==> config.mk <==
export PLATFORM = sky130hd
export DESIGN_NAME = hier_node_collector
export DESIGN_NICKNAME = d
export VERILOG_FILES = /design/src/rtl/hier_node_pkg.sv /design/src/rtl/hier_rr_arbiter.sv /design/src/rtl/hier_node_collector.sv
export SDC_FILE = /design/constraint.sdc
export NUM_CORES = 1
export LEC_CHECK = 0
export CAP_MARGIN = 20
export CORE_ASPECT_RATIO = 0.7
export CORE_MARGIN = 4
export CORE_UTILIZATION = 35
export DETAILED_ROUTE_END_ITERATION = 12
export GPL_TIMING_DRIVEN = 1
export PLACE_DENSITY = 0.57
export SLEW_MARGIN = 20
export SYNTH_ARGS = -nofsm -noshare
export SYNTH_HDL_FRONTEND = slang
export SYNTH_SLANG_ARGS = --single-unit
==> constraint.sdc <==
create_clock -name clk -period 4.2 [get_ports clk]
set_input_delay 0.63 -clock clk [delete_from_list [all_inputs] [get_ports clk]]
set_output_delay 0.63 -clock clk [all_outputs]
set_load 0.02 [all_outputs]
==> src/rtl/hier_node_pkg.sv <==
// Shared types and helpers for the hierarchy-tree fan-in collector.
// Default widths match the generated trees: five children, byte payloads.
package hier_node_pkg;
   localparam int MSG_CNT_W   = 16;
   localparam int DEF_N_CHILD = 5;
   localparam int DEF_DATA_W  = 8;
   localparam int DEF_IDX_W   = $clog2(DEF_N_CHILD);

   typedef struct packed {
      logic [DEF_IDX_W-1:0]  idx;
      logic [DEF_DATA_W-1:0] data;
   } msg_t;

   function automatic logic [MSG_CNT_W-1:0] sat_inc(input logic [MSG_CNT_W-1:0] v);
      return (&v) ? v : v + 1'b1;
   endfunction
endpackage

==> src/rtl/hier_rr_arbiter.sv <==
// Combinational round-robin arbiter: grants the first requester at or after ptr.
// The pointer register itself lives in the parent.
module hier_rr_arbiter #(
   parameter  int N_CHILD = 5,
   localparam int IDX_W   = $clog2(N_CHILD)
) (
   input  logic [N_CHILD-1:0] req,
   input  logic [IDX_W-1:0]   ptr,
   input  logic               en,
   output logic [N_CHILD-1:0] gnt,
   output logic [IDX_W-1:0]   gnt_idx,
   output logic               any_gnt
);
   int               c;
   logic [IDX_W-1:0] cidx;

   // Walk offsets from far to near so the nearest requester is written last.
   always_comb begin
      gnt     = '0;
      gnt_idx = '0;
      any_gnt = 1'b0;
      c       = 0;
      cidx    = '0;
      for (int k = N_CHILD - 1; k >= 0; k--) begin
         c = int'(ptr) + k;
         if (c >= N_CHILD) c = c - N_CHILD;
         cidx = IDX_W'(c);
         if (en && req[cidx]) begin
            gnt       = '0;
            gnt[cidx] = 1'b1;
            gnt_idx   = cidx;
            any_gnt   = 1'b1;
         end
      end
   end
endmodule

==> src/rtl/hier_node_collector.sv <==
// Return-path fan-in node: arbitrates child status messages, tags them with
// the child index and forwards them upstream through a small FIFO.
module hier_node_collector
   import hier_node_pkg::*;
#(
   parameter  int N_CHILD = 5,
   parameter  int DATA_W  = 8,
   parameter  int DEPTH   = 4,
   localparam int IDX_W   = $clog2(N_CHILD)
) (
   input  logic                      clk,
   input  logic                      rst,
   input  logic [N_CHILD-1:0]        child_valid,
   input  logic [N_CHILD*DATA_W-1:0] child_data,
   output logic [N_CHILD-1:0]        child_ready,
   output logic                      up_valid,
   output logic [DATA_W-1:0]         up_data,
   output logic [IDX_W-1:0]          up_idx,
   input  logic                      up_ready,
   output logic [MSG_CNT_W-1:0]      fwd_count,
   output logic                      busy
);
   localparam int AW    = $clog2(DEPTH);
   localparam int CNT_W = AW + 1;

   typedef struct packed {
      logic [IDX_W-1:0]  idx;
      logic [DATA_W-1:0] data;
   } entry_t;

   logic [DATA_W-1:0]    data_arr [N_CHILD];
   entry_t               mem_q    [DEPTH];
   logic [IDX_W-1:0]     rr_ptr_q, rr_ptr_d;
   logic [CNT_W-1:0]     count_q, count_d;
   logic [AW-1:0]        rd_ptr_q, rd_ptr_d, wr_ptr_q, wr_ptr_d;
   logic [MSG_CNT_W-1:0] fwd_count_q, fwd_count_d;
   logic [IDX_W-1:0]     gnt_idx;
   logic                 any_gnt, grant_en, push, pop;

   genvar gi;
   generate
      for (gi = 0; gi < N_CHILD; gi++) begin : g_unpack
         assign data_arr[gi] = child_data[gi*DATA_W +: DATA_W];
      end
   endgenerate

   // Grants depend on the registered count only, so a full FIFO refuses even
   // when it is popped in the same cycle; rst also holds child_ready low.
   assign grant_en = !rst && (count_q < CNT_W'(DEPTH));

   hier_rr_arbiter #(.N_CHILD(N_CHILD)) u_arb (
      .req     (child_valid),
      .ptr     (rr_ptr_q),
      .en      (grant_en),
      .gnt     (child_ready),
      .gnt_idx (gnt_idx),
      .any_gnt (any_gnt)
   );

   assign push = any_gnt;
   assign pop  = up_valid && up_ready;

   always_comb begin
      rr_ptr_d    = rr_ptr_q;
      count_d     = count_q;
      rd_ptr_d    = rd_ptr_q;
      wr_ptr_d    = wr_ptr_q;
      fwd_count_d = fwd_count_q;
      if (push) begin
         rr_ptr_d = (gnt_idx == IDX_W'(N_CHILD - 1)) ? '0 : gnt_idx + 1'b1;
         wr_ptr_d = wr_ptr_q + 1'b1;
      end
      if (pop) begin
         rd_ptr_d    = rd_ptr_q + 1'b1;
         fwd_count_d = sat_inc(fwd_count_q);
      end
      case ({push, pop})
         2'b10:   count_d = count_q + 1'b1;
         2'b01:   count_d = count_q - 1'b1;
         default: count_d = count_q;
      endcase
   end

   always_ff @(posedge clk or posedge rst) begin
      if (rst) begin
         rr_ptr_q    <= '0;
         count_q     <= '0;
         rd_ptr_q    <= '0;
         wr_ptr_q    <= '0;
         fwd_count_q <= '0;
      end else begin
         rr_ptr_q    <= rr_ptr_d;
         count_q     <= count_d;
         rd_ptr_q    <= rd_ptr_d;
         wr_ptr_q    <= wr_ptr_d;
         fwd_count_q <= fwd_count_d;
      end
   end

   // Storage needs no reset: the pointers and count define what is valid.
   always_ff @(posedge clk) begin
      if (push) mem_q[wr_ptr_q] <= '{idx: gnt_idx, data: data_arr[gnt_idx]};
   end

   assign up_valid  = (count_q != '0);
   assign up_data   = mem_q[rd_ptr_q].data;
   assign up_idx    = mem_q[rd_ptr_q].idx;
   assign fwd_count = fwd_count_q;
   assign busy      = up_valid || (|child_valid);
endmodule

Word level (Yosys, flattened, before mapping)
Memory sizes are Yosys's and may differ from the RTL's.
Index checks and enable logic that the tools add are counted.
{"block": "classes", "magnitude_cmp": 17, "muxes": 47, "n_bitwise": 2, "add_sub_neg": 15, "reduce_logical": 19, "n_eq_ne": 3}
{"cell": "$mux W3", "count": 11}
{"cell": "$mux W5", "count": 5}
{"cell": "$bmux W8 S3", "count": 1}
{"cell": "$lt A3 B4 Y1 const B", "count": 5}
{"cell": "$mux W1", "count": 17}
{"cell": "$add A16 B1 Y16 const B", "count": 1}
{"cell": "$ge A4 B3 Y1 const B", "count": 4}
{"cell": "$mux W8", "count": 2}
{"cell": "$reduce_and A16 Y1", "count": 1}
{"cell": "$bmux W1 S3", "count": 5}
{"cell": "$demux W1 S3", "count": 5}
{"cell": "$ge A3 B1 Y1 const B", "count": 5}
{"cell": "$sub A3 B3 Y3 const B", "count": 5}
{"cell": "$logic_and A1 B1 Y1", "count": 12}
{"cell": "$add A3 B2 Y4 const B", "count": 2}
{"cell": "$add A3 B1 Y3 const B", "count": 2}
{"cell": "$pmux W3 S2", "count": 1}
{"cell": "$reduce_or A5 Y1", "count": 1}
{"cell": "$add A2 B1 Y2 const B", "count": 2}
{"cell": "$add A3 B1 Y4 const B", "count": 1}
{"cell": "$add A3 B3 Y4 const B", "count": 1}
{"cell": "$ge A4 B4 Y1 const B", "count": 1}
{"cell": "$not A3 Y4", "count": 1}
{"cell": "$eq A3 B3 Y1 const B", "count": 1}
{"cell": "other kinds (11)", "count": 11}
{"block": "word_totals", "input_bits": 48, "ff_bits": 26, "ram_bits": 44, "memories": 1, "elab_cells": 109}
{"memory": "mem_q", "depth": 4, "width": 11, "rd": 1, "rd_ports_with_merged_regs": 0, "write_ports": 1, "line_no": "hier_node_collector.sv:32", "text": "entry_t mem_q [DEPTH];"}

Logic depth before layout (Yosys ltp)
Gate-level depths: netlist (run 1).
{"block": "logic_depth", "ltp_word": 15, "ltp_mapped": 19, "depth_no_buf": 16}

Modules after synthesis
Synthesis (run 1) repeated with hierarchy kept, for this count alone.
{"block": "unflattened", "cells_unflattened": 423, "hier_area_um2": 4819.6}
{"mod": "hier_node_collector", "seq_area_each_um2": 1971.9, "cells_per_inst": 208, "area_each_um2": 3278.1, "instances": 1}
{"mod": "hier_rr_arbiter", "seq_area_each_um2": 0.0, "cells_per_inst": 215, "area_each_um2": 1541.5, "instances": 1}

Worst setup path after synthesis (run 1)
Ideal clock, no wire load.
{"block": "synth_path", "path_kind": "flip-flop to flip-flop", "from": "reg rr_ptr_q[0]", "to": "reg rr_ptr_q[2]", "n_path_buf": 3, "t_arrival_ns": 3.934, "setup_time_ns": 0.082, "setup_slack_ns": 0.184, "stages_incl_launch_ff": 19, "path_cell_list": "dfrtp_1 > buf_4 > inv_2 > ha_1 > inv_1 > fa_1 > a21oi_1 > buf_4 > mux2i_1 > o221ai_1 > nand2_1 > o32ai_1 > a211oi_2 > nor2_1 > buf_2 > inv_2 > ha_1 > or4_1 > a31oi_1"}
{"block": "synth_via", "elab_chain_cells": 13, "elab_cells_between_ends": 47, "classes_between": "add/sub: 10; order compare: 5; eq/ne: 1; mux: 26; reduce/logical: 5"}
{"element": "from (decl)", "line_no": "hier_node_collector.sv:33", "text": "logic [IDX_W-1:0] rr_ptr_q, rr_ptr_d;"}
{"element": "from (signal assigned)", "line_no": "hier_node_collector.sv:92", "text": "rr_ptr_q <= rr_ptr_d;"}
{"element": "$add A3 B3 Y4", "line_no": "hier_rr_arbiter.sv:25", "text": "c = int'(ptr) + k;"}
{"element": "$ge A4 B3 Y1 / $sub A3 B3 Y3 (equally long branches)", "line_no": "hier_rr_arbiter.sv:26", "text": "if (c >= N_CHILD) c = c - N_CHILD;"}
{"element": "$mux W3", "line_no": "hier_rr_arbiter.sv:26"}
{"element": "$bmux W1 S3", "line_no": "hier_rr_arbiter.sv:28", "text": "if (en && req[cidx]) begin"}
{"element": "$mux W1 (implied by the code)", "line_no": "hier_rr_arbiter.sv:28"}
{"element": "$logic_and A1 B1 Y1", "line_no": "hier_rr_arbiter.sv:28"}
{"element": "$mux W3 (4 in series)", "line_no": "hier_rr_arbiter.sv:28"}
{"element": "$mux W3 *", "line_no": "hier_rr_arbiter.sv:28"}
{"element": "via gnt_idx[0]", "line_no": "hier_node_collector.sv:37", "text": "logic [IDX_W-1:0] gnt_idx;"}
{"element": "$add A3 B1 Y3 / $eq A3 B3 Y1 (equally long branches)", "line_no": "hier_node_collector.sv:70", "text": "rr_ptr_d = (gnt_idx == IDX_W'(N_CHILD - 1)) ? '0 : gnt_idx + 1'b1;"}
{"element": "$mux W3 *", "line_no": "hier_node_collector.sv:70"}
The timed path passes the listed nets; every way through them passes the cells marked *. The select of a mux whose other input is x is not followed.
A chain may end at the register's enable or synchronous reset.

Final worst setup path (run 1)
{"block": "layout_path", "from": "reg rr_ptr_q[1]", "to": "out child_ready[2]"}
{"block": "layout_via", "elab_chain_cells": 12, "elab_cells_between_ends": 64, "classes_between": "add/sub: 9; order compare: 15; mux: 30; reduce/logical: 10"}
{"element": "$add A3 B3 Y4", "line_no": "hier_rr_arbiter.sv:25"}
{"element": "$ge A4 B3 Y1 / $sub A3 B3 Y3 (equally long branches)", "line_no": "hier_rr_arbiter.sv:26"}
{"element": "$mux W3", "line_no": "hier_rr_arbiter.sv:26"}
{"element": "$lt A3 B4 Y1 (implied by the code) / $ge A3 B1 Y1 (equally long branches)", "line_no": "hier_rr_arbiter.sv:30", "text": "gnt[cidx] = 1'b1;"}
{"element": "$logic_and A1 B1 Y1 (implied by the code)", "line_no": "hier_rr_arbiter.sv:30"}
{"element": "$mux W1 (implied by the code)", "line_no": "hier_rr_arbiter.sv:30"}
{"element": "$demux W1 S3"}
{"element": "$mux W5 (4 in series)", "line_no": "hier_rr_arbiter.sv:28"}
{"element": "$mux W5 *", "line_no": "hier_rr_arbiter.sv:28"}
{"element": "to (decl)", "line_no": "hier_node_collector.sv:15", "text": "output logic [N_CHILD-1:0] child_ready,"}
Mark *: on every way between the ends. The rest lies on a longest branch, timed or not. The select of a mux whose other input is x is not followed.

==> out/results.ini, run 1 <==
[global_route]
track_usage_pct = 16.9
grt_overflow = 0
grt_pass1_wl_mm = 21.2
grt_pass1_vias = 3877
antenna_found_initial = 0
grt_max_degree = 27

[placement]
postPlaceCellArea_sq_um = 6090
gp_congestion = 0.897
dp_cells = 726
place_ws_ns = -0.107
port_buffers = 81
hpwl_mm = 10.1

[sta]
fin_ws_ns = 0.136
min_period_over_period_pct = 96.8
fmax_ghz = 0.246
rsz0062_at_grt = yes
clock_skew_ns = 0.00593
tightest_slew_ns = 0.901
slew_headroom_pct = 39.5
finalHoldViolCount = 0
maxSlewViolCount = 0
setup_viol_count_final = 0
fin_crit_ns = 4.06

[critical_path]
cp_slowest_cell = dfrtp_2
worst-r2r-cell-count = 15
critPathMaxFanout = 9
critPathBufInv = 3
cp-start-kind = flop
cp_top_family = compound AO/OA/AOI/OAI gates
slowest_delay_ns = 0.44
reg2reg_from = rr_ptr_q[1]$_DFFE_PP0P_
reg2reg_to = rr_ptr_q[2]$_DFFE_PP0P_
crit_chain = inv_1 -> ha_2 -> buf_4 -> and3_1 -> a32oi_2 -> o32ai_4 -> o21bai_2 -> o221ai_1 -> o21a_1 -> o211ai_1 -> a31oi_1 -> dlygate4sd2_1
arrival_ns = 3.43
cp-end-kind = primary output
critical_path_class = reg2out
reg2reg_slack_ns = 0.24
cp.required_ns = 3.57

[synthesis]
ys_ff_latch = 70
synth_most_common_cell = edfxtp_1
synth_cell_types = 80
synth_area_sq_um = 4810
ys_warn_count = 0
synth.top_cells.by_count = edfxtp_1, nand2_1, nor2_1
synthFlopType = edfxtp_1
synth_top_area_cell = edfxtp_1
syn_inst = 433
syn_nets = 500
synthTopCellsByArea = edfxtp_1, dfrtp_1, mux4_2
avgSynthCellArea_sq_um = 11.1
ys_seq_area_share_pct = 41.0
synthArstFlopShare_pct = 37.1
synth_top_area_share_pct = 27.5
synth-edff-count = 44

[routing]
wl_mm = 13.2
vias = 3945
drtIter0Drc = 276
wire_per_inst_um = 17.8
viasPerCell = 5.30
drc = 0
drtPass1Iterations = 5
ant_nets = 0

[final_layout]
final_cell_area_sq_um = 6420
drive_gt1_share_pct = 22.4
nNetsFinal = 621
final_cells = 744
syn2layout_area_growth_pct = 33.5
n_antenna_cell = 0

[floorplan]
rows = 35
fp.dieW_um = 148
design.core.area_sq_um = 13300
die-area_sq_um = 15700
initial_core_util_pct = 36.1
pin_count = 82
chipHeight_um = 106

[hold_path]
min_path_type = reg2reg
hold_path_depth = 1
hold_path.startpoint = count_q[0]$_DFFE_PP0P_
hold_end = count_q[0]$_DFFE_PP0P_

[status]
status = complete, no violations

[cts]
worst_skew_pair.late_latency_ns = 0.33
numCtsBuffers = 9
cts_buffer_depth = 2
cts.sinks = 70
cts_tree = built
clockRootBuffer = clkbuf_16
htreeDepth = 3
path_clk_slew_ns = 0.05

[flow_run]
cap_violations = 0

==> worst register-to-register path: stages (launching register included) <==
cell      delay, ns
dfrtp_2        0.44
inv_1          0.22
ha_2           0.36
buf_4          0.18
and3_1         0.16
a32oi_2        0.31
o32ai_4        0.16
o21bai_2       0.26
buf_4          0.17
o32ai_1        0.32
a211oi_2       0.09
nor2_2         0.21
inv_2          0.05
ha_1           0.19
or4_1          0.54
a31oi_1        0.23
==> routing by layer <==
layer | wire, um | up-vias | track usage, %
met5 | 0 | - | 0
met2 | 5470 | 143 | 23.5
li1 | - | 1884 | -
met3 | 920 | 9 | 4.18
met1 | 6750 | 1909 | 26.7
met4 | 80 | 0 | 2.70
==> cell families (layout without fill, tap and decap cells) <==
| logic type | after synthesis | after routing | synth area share, % |
|---|---|---|---|
| buffers and inverters | 44 | 170 | 4.68 |
| AND/OR/NAND/NOR | 142 | 142 | 15.2 |
| AO/OA/AOI/OAI | 89 | 89 | 16.2 |
| flip-flops | 70 | 70 | 41.0 |
| multiplexers | 41 | 41 | 12.6 |
| adder cells (fa/ha/maj) | 19 | 19 | 5.26 |
| XOR/XNOR | 28 | 28 | 5.10 |
==> sequential cells by signal, indices dropped and copies added, names as in the netlist <==
register	cells
count_q	3
rr_ptr_q	3
rd_ptr_q	2
wr_ptr_q	2
mem_q	44
fwd_count	16
==> layout by cell type, fill, tap and decap left out, drive strengths merged, types with 5 or more instances in the layout <==
master / n
buf: 56
nor2b: 5
nand2: 35
mux4: 15
mux2i: 24
xor2: 8
nand2b: 7
xnor2: 20
nor3: 13
o211ai: 5
dfrtp: 26
a21oi: 13
inv: 16
nand3: 11
edfxtp: 44
clkinv: 6
nor2: 30
clkdlybuf4s50: 76
o21ai: 11
ha: 17
clkbuf: 12
a221oi: 9
o221ai: 5
and2: 11
==> layout make-up <==
cell class | count | area, sq um
Inverter | 17 | 63.8
Tap cell | 185 | 231
Fill cell | 1251 | 6890
Timing Repair Buffer | 137 | 1220
Clock buffer | 10 | 229
Sequential cell | 70 | 1970
Multi-Input combinational cell | 319 | 2680
Clock inverter | 6 | 28.8
==> how the worst max path moves through the flow <==
stage | start | endpoint | slack, ns | cells past startpoint
final | rr_ptr_q[1]$_DFFE_PP0P_ | child_ready[2] | 0.14 | 12
after global routing | rr_ptr_q[1]$_DFFE_PP0P_ | child_ready[2] | -0.01 | 12
after CTS | rr_ptr_q[1]$_DFFE_PP0P_ | child_ready[1] | 0.03 | 12
after detailed placement | child_valid[2] | child_ready[3] | -0.11 | 11
after global placement | child_valid[3] | child_ready[3] | -0.1 | 11
after floorplan | rr_ptr_q[0]$_DFFE_PP0P_ | rr_ptr_q[2]$_DFFE_PP0P_ | 0.18 | 18
==> stage by stage <==
step	hold WS, ns	util (%)	TNS, ns
final	0.488	48.2	0
after global routing	0.500	48.2	-0.0183
after CTS	0.493	47.8	0
after detailed placement	0.482	45.8	-0.283
after floorplan	0.451	-	0
after global placement	0.474	45.8	-0.159
==> repair_timing <==
action / CTS / global route
buffers inserted: 0 / 2
gates resized for setup: 11 / 16
gates cloned: 0 / 0
setup endpoints to repair: 5 / 14
hold buffers: 0 / 0
Power of run 1 is not shown: default switching activity piles up to over one toggle a cycle in this logic, so the estimate is an artifact.
==> inputs of run 2 (changes only) <==
Settings changed: CORE_UTILIZATION 35 to 25, PLACE_DENSITY 0.57 to 0.43, SETUP_SLACK_MARGIN from default to 0.2.
==> run 2 against run 1 <==
Sequential share of layout area down 1.5 points; register-to-register slack better by 0.13 ns; worst setup slack better by 0.24 ns; critical path depth up 3; worst hold slack about the same; critical endpoint is now rr_ptr_q[2]$_DFFE_PP0P_; fmax up 6.2%; sequential cell count unchanged; wire length up 7.9%; global-route usage down 3.6 points; non-clock buffer count up 6; die area up 37%; utilization down 13 points.
==> out/results.ini, run 2 (synthesis gave the netlist of run 1 again) <==
[floorplan]
rows = 42  ; was 35
die-area_sq_um = 21600  ; was 15700 sq um
initial_core_util_pct = 25.4  ; was 36.1%
design.core.area_sq_um = 18900  ; was 13300 sq um
fp.dieW_um = 174  ; was 148 um
pin_count = 82  ; unchanged
chipHeight_um = 124  ; was 106 um

[sta]
rsz0062_at_grt = yes  ; unchanged
setup_viol_count_final = 0  ; unchanged
tightest_slew_ns = 0.819  ; was 0.901 ns
min_period_over_period_pct = 91.1  ; was 96.8%
slew_headroom_pct = 45.4  ; was 39.5%
maxSlewViolCount = 0  ; unchanged
timing.hold.ws_ns = 0.488  ; about the same
finalHoldViolCount = 0  ; unchanged
fin_crit_ns = 3.83  ; was 4.06 ns
fmax_ghz = 0.261  ; was 0.246 GHz
clock_skew_ns = 0.00451  ; was 0.00593 ns

[cts]
postCtsSetupBuffers = 0  ; unchanged
cts_tree = built  ; unchanged
worst_skew_pair.late_latency_ns = 0.33  ; about the same
clockRootBuffer = clkbuf_16  ; unchanged
cts_buffer_depth = 2  ; unchanged
htreeDepth = 3  ; unchanged
cts.sinks = 70  ; unchanged
path_clk_slew_ns = 0.06  ; was 0.05 ns
numCtsBuffers = 9  ; unchanged
cts_hold_buf = 0  ; unchanged

[global_route]
grt_pass1_vias = 3946  ; was 3877
grt_pass1_wl_mm = 22.4  ; was 21.2 mm
track_usage_pct = 13.3  ; was 16.9%
grt_max_degree = 27  ; unchanged
antenna_found_initial = 0  ; unchanged
grt_overflow = 0  ; unchanged

[routing]
viasPerCell = 4.85  ; was 5.30
ant_nets = 0  ; unchanged
wl_met1_mm = 7.45  ; was 6.75 mm
dr_wl_met3_mm = 1.01  ; was 920 um
highest_layer = met4  ; unchanged
drc = 0  ; unchanged
wire_per_inst_um = 17.7  ; was 17.8 um
wl_met2_mm = 5.74  ; was 5.47 mm
vias = 3916  ; was 3945
wl_mm = 14.3  ; was 13.2 mm
drtIter0Drc = 196  ; was 276
drtPass1Iterations = 5  ; unchanged

[critical_path]
startpoint = rr_ptr_q[1]$_DFFE_PP0P_  ; unchanged
slowest_delay_ns = 0.53  ; was 0.44 ns
cp.required_ns = 4.45  ; was 3.57 ns
cp-start-kind = flop  ; unchanged
arrival_ns = 4.07  ; was 3.43 ns
critical_path_class = reg2reg  ; was reg2out
cp_slowest_cell = or4_1  ; was dfrtp_2
critPathMaxFanout = 7  ; was 9
reg2reg_from = rr_ptr_q[1]$_DFFE_PP0P_  ; unchanged
crit_chain = inv_2 -> ha_1 -> nand2b_1 -> a221oi_2 -> o2111a_1 -> o21bai_4 -> buf_4 -> buf_4 -> o32ai_1 -> a211oi_2 -> nor2_2 -> inv_2 -> ha_1 -> or4_1 -> a31oi_1  ; was inv_1 -> ha_2 -> buf_4 -> and3_1 -> a32oi_2 -> o32ai_4 -> o21bai_2 -> o221ai_1 -> o21a_1 -> o211ai_1 -> a31oi_1 -> dlygate4sd2_1
cp_top_family = compound AO/OA/AOI/OAI gates  ; unchanged
cp-end-kind = flop  ; was primary output
critPathBufInv = 4  ; was 3

[placement]
hpwl_mm = 11.1  ; was 10.1 mm
gp_congestion = 0.892  ; was 0.897
port_buffers = 81  ; unchanged

[final_layout]
nNetsFinal = 627  ; was 621
top_register = mem_q  ; unchanged
drive_gt1_share_pct = 26.2  ; was 22.4%
n_antenna_cell = 0  ; unchanged
layout_commonest_cell = clkdlybuf4s50_1  ; unchanged
largest_reg_flops = 44  ; unchanged
syn2layout_area_growth_pct = 40.2  ; was 33.5%
mostFrequentLayoutCells = clkdlybuf4s50_1, buf_4, edfxtp_1  ; unchanged

[status]
status = complete, no violations  ; unchanged

[flow_run]
cap_violations = 0  ; unchanged

[hold_path]
hold_path.startpoint = count_q[0]$_DFFE_PP0P_  ; unchanged
min_path_type = reg2reg  ; unchanged

[run 2: cell types whose count changed in the layout (fill, tap and decap cells not counted), sizes merged]
cell           before  now
clkinv              6    2
inv                16   17
bufinv              0    4
clkdlybuf4s50      76   75
dlygate4sd2         3    1
clkbuf             12   11
buf                56   65
[run 2: cell type report]
cell class / instances / area [sq um]
clock inverter: 7 / 136
timing repair buffer: 143 / 1260
fill: 1916 / 12200
inverter: 17 / 63.8
tap: 242 / 303
clock buffer: 9 / 225
sequential: 70 / 1970
multi-input combinational: 319 / 2780
[run 2: worst register-to-register path, stage by stage (launching register included)]
cell and delay [ns]:
dfrtp_2 0.44, inv_2 0.16, ha_1 0.31, nand2b_1 0.24
a221oi_2 0.36, o2111a_1 0.29, o21bai_4 0.09, buf_4 0.15
buf_4 0.13, o32ai_1 0.26, a211oi_2 0.09, nor2_2 0.26
inv_2 0.05, ha_1 0.19, or4_1 0.53, a31oi_1 0.20
[run 2: worst paths after layout]
path / end / slack [ns] / cells after the start
min: count_q[0]$_DFFE_PP0P_ / 0.49 / 1
max: rr_ptr_q[2]$_DFFE_PP0P_ / 0.37 / 15
max in group asynchronous: rr_ptr_q[1]$_DFFE_PP0P_ / 3.03 / 2
min reg2reg: count_q[0]$_DFFE_PP0P_ / 0.49 / 1
min in group asynchronous: count_q[0]$_DFFE_PP0P_ / 0.76 / 2
max reg2reg: rr_ptr_q[2]$_DFFE_PP0P_ / 0.37 / 15
[run 2: layer usage]
metal  up-vias  global-route usage [%]
li1       1892                       -
met1      1900                    20.9
met2       116                    18.1
met3         8                    4.00
met4         0                    1.88
met5         -                       0
[run 2: metrics by stage]
stage	setup TNS (ns)	utilization [%]	cell area [sq um]	setup WS, ns	std cells
after floorplan	0	-	4810	0.237	433
after global placement	-0.357	32.9	6220	-0.174	791
after detailed placement	-0.649	32.9	6220	-0.169	791
after CTS	0	35.1	6640	0.199	807
after global routing	0	35.6	6740	0.138	807
final	0	35.6	6740	0.374	807
[run 2: what timing repair did]
item / 4_1_cts / 5_1_grt
pin swaps: 1 / 2
gates resized for setup: 28 / 28
setup endpoints to repair: 10 / 61
Power of run 2 is left out for the same reason.
==> inputs of run 3 (changes only) <==
Settings changed: CELL_PAD_IN_SITES_DETAIL_PLACEMENT from default to 0, CELL_PAD_IN_SITES_GLOBAL_PLACEMENT from default to 2, CORE_MARGIN 4 to default, PLACE_DENSITY 0.43 to 0.61.
==> run 3 against run 2 <==
Clock skew grew 0.0029 ns; sequential share of layout area shrank 0.19 points; first-iteration DRC count shrank 3.1%; via count shrank 0.72%; non-clock buffer count grew 7; design area grew 0.72%; fmax shrank 3.1%; worst hold slack gained 0.0012 ns; critical path depth grew 1; global-route usage grew 0.97 points.
==> out/results.ini, run 3 (synthesis gave the netlist of run 1 again) <==
[final_layout]
syn2layout_area_growth_pct = 41.2  ; was 40.2%
n_antenna_cell = 0  ; unchanged
drive_gt1_share_pct = 27.1  ; was 26.2%
top_register = mem_q  ; unchanged
final_cell_area_sq_um = 6790  ; was 6740 sq um
nNetsFinal = 634  ; was 627
final_cells = 814  ; was 807
largest_reg_flops = 44  ; unchanged
multi_input_area_sq_um = 2810  ; was 2780 sq um
layout_commonest_cell = clkdlybuf4s50_1  ; unchanged
seqCellArea_sq_um = 1970  ; about the same
mostFrequentLayoutCells = clkdlybuf4s50_1, buf_4, edfxtp_1  ; unchanged
fillCellCount = 1866  ; was 1916

[floorplan]
initial_core_util_pct = 25.5  ; was 25.4%
chipHeight_um = 118  ; was 124 um
die-area_sq_um = 19800  ; was 21600 sq um
rows = 42  ; unchanged
fp.dieW_um = 168  ; was 174 um
design.core.area_sq_um = 18900  ; about the same
pin_count = 82  ; unchanged

[cts]
clockRootBuffer = clkbuf_16  ; unchanged
cts_hold_buf = 0  ; unchanged
worst_skew_pair.late_latency_ns = 0.32  ; was 0.33 ns
cts_tree = built  ; unchanged
cts.sinks = 70  ; unchanged
path_clk_slew_ns = 0.05  ; was 0.06 ns
cts_buffer_depth = 2  ; unchanged
htreeDepth = 3  ; unchanged
numCtsBuffers = 9  ; unchanged

[routing]
vias = 3888  ; was 3916
wl_met1_mm = 7.56  ; was 7.45 mm
drtPass1Iterations = 5  ; unchanged
wire_per_inst_um = 17.1  ; was 17.7 um
wl_mm = 13.9  ; was 14.3 mm
viasPerCell = 4.78  ; was 4.85
drtIter0Drc = 190  ; was 196
wl_met2_mm = 5.79  ; was 5.74 mm
dr_wl_met3_um = 506  ; was 1.01 mm
drc = 0  ; unchanged
highest_layer = met4  ; unchanged
ant_nets = 0  ; unchanged

[critical_path]
crit_chain = inv_2 -> ha_1 -> inv_1 -> fa_1 -> a21oi_1 -> buf_4 -> mux2i_4 -> or3b_4 -> and2_1 -> buf_4 -> o221ai_2 -> o2bb2ai_4 -> buf_12 -> ha_1 -> or4_1 -> a31oi_1  ; was inv_2 -> ha_1 -> nand2b_1 -> a221oi_2 -> o2111a_1 -> o21bai_4 -> buf_4 -> buf_4 -> o32ai_1 -> a211oi_2 -> nor2_2 -> inv_2 -> ha_1 -> or4_1 -> a31oi_1
critical_path_class = reg2reg  ; unchanged
arrival_ns = 4.17  ; was 4.07 ns
cp_slowest_cell = or4_1  ; unchanged
slowest_delay_ns = 0.50  ; was 0.53 ns
cp-start-kind = flop  ; unchanged
critPathMaxFanout = 17  ; was 7
cp-end-kind = flop  ; unchanged
cp.required_ns = 4.42  ; was 4.45 ns

[placement]
postPlaceCellArea_sq_um = 6250  ; was 6220 sq um
gp_congestion = 0.830  ; was 0.892
hpwl_mm = 10.6  ; was 11.1 mm
dp_cells = 791  ; unchanged
port_buffers = 81  ; unchanged

[sta]
slew_headroom_pct = 44.1  ; was 45.4%
rsz0062_at_grt = yes  ; unchanged
maxSlewViolCount = 0  ; unchanged
fmax_ghz = 0.253  ; was 0.261 GHz
finalHoldViolCount = 0  ; unchanged
min_period_over_period_pct = 94.0  ; was 91.1%
tightest_slew_ns = 0.838  ; was 0.819 ns
clock_skew_ns = 0.00739  ; was 0.00451 ns
fin_crit_ns = 3.95  ; was 3.83 ns
setup_viol_count_final = 0  ; unchanged

[global_route]
grt_overflow = 0  ; unchanged
track_usage_pct = 14.3  ; was 13.3%
grt_max_degree = 27  ; unchanged
antenna_found_initial = 0  ; unchanged
grt_pass1_vias = 3787  ; was 3946
grt_pass1_wl_mm = 21.9  ; was 22.4 mm

[hold_path]
min_path_type = reg2reg  ; unchanged

[flow_run]
cap_violations = 0  ; unchanged

[status]
status = complete, no violations  ; unchanged

[run 3: changes by cell type in the layout (fill, tap and decap cells not counted), moves of 3 or more]
cell	previous run	this run
buf_4	60	67
bufinv_16	4	1
o21ai_0	8	5
o21ai_1	3	6
[run 3: metal layers]
metal,GRT usage (%),vias to the layer above
li1,-,1916
met1,22.4,1888
met2,20.5,77
met3,2.86,7
met4,1.55,0
met5,0,-
[run 3: worst paths after layout]
path                                              start                  endpoint  slack (ns)  depth (start not counted)
worst max-delay path            rr_ptr_q[0]$_DFFE_PP0P_   rr_ptr_q[2]$_DFFE_PP0P_        0.25                         16
worst min-delay path             count_q[0]$_DFFE_PP0P_    count_q[0]$_DFFE_PP0P_        0.49                          1
worst max register to register  rr_ptr_q[0]$_DFFE_PP0P_   rr_ptr_q[2]$_DFFE_PP0P_        0.25                         16
worst min register to register   count_q[0]$_DFFE_PP0P_    count_q[0]$_DFFE_PP0P_        0.49                          1
max in group asynchronous                           rst  fwd_count[9]$_DFFE_PP0P_        3.13                          3
min in group asynchronous                           rst    count_q[2]$_DFFE_PP0P_        0.68                          2
[run 3: critical path, delay by kind of cell (launching register included)]
family,cells,cell delay (ns)
AND/OR/NAND/NOR,3,1.15
multiplexers,1,0.26
AO/OA/AOI/OAI,4,0.63
flip-flops,1,0.41
buffers and inverters,5,0.67
adder cells (fa/ha/maj),3,0.72
[run 3: metrics by stage]
step | utilization [%] | hold WS [ns] | setup slack, ns | setup TNS (ns)
global placement | 33.1 | 0.471 | -0.0976 | -0.188
global route | 36.0 | 0.502 | 0.0726 | 0
CTS | 34.9 | 0.485 | 0.183 | 0
finish | 36.0 | 0.489 | 0.252 | 0
floorplan | - | 0.451 | 0.237 | 0
detailed placement | 33.1 | 0.474 | -0.0983 | -0.202
[run 3: cell type report]
cell class | count | share of cell area, %
Multi-Input combinational cell | 319 | 41.4
Sequential cell | 70 | 29.1
Timing Repair Buffer | 150 | 20.0
Tap cell | 242 | 4.46
Clock buffer | 10 | 3.37
Inverter | 17 | 0.940
Clock inverter | 6 | 0.774
[run 3: repair_timing]
action / 4_1_cts / 5_1_grt
resized for setup: 34 / 35
setup buffers: 1 / 5
endpoints found under the setup margin: 6 / 35
gates cloned: 0 / 0
pin swaps: 0 / 6
Power of run 3 is left out for the same reason.
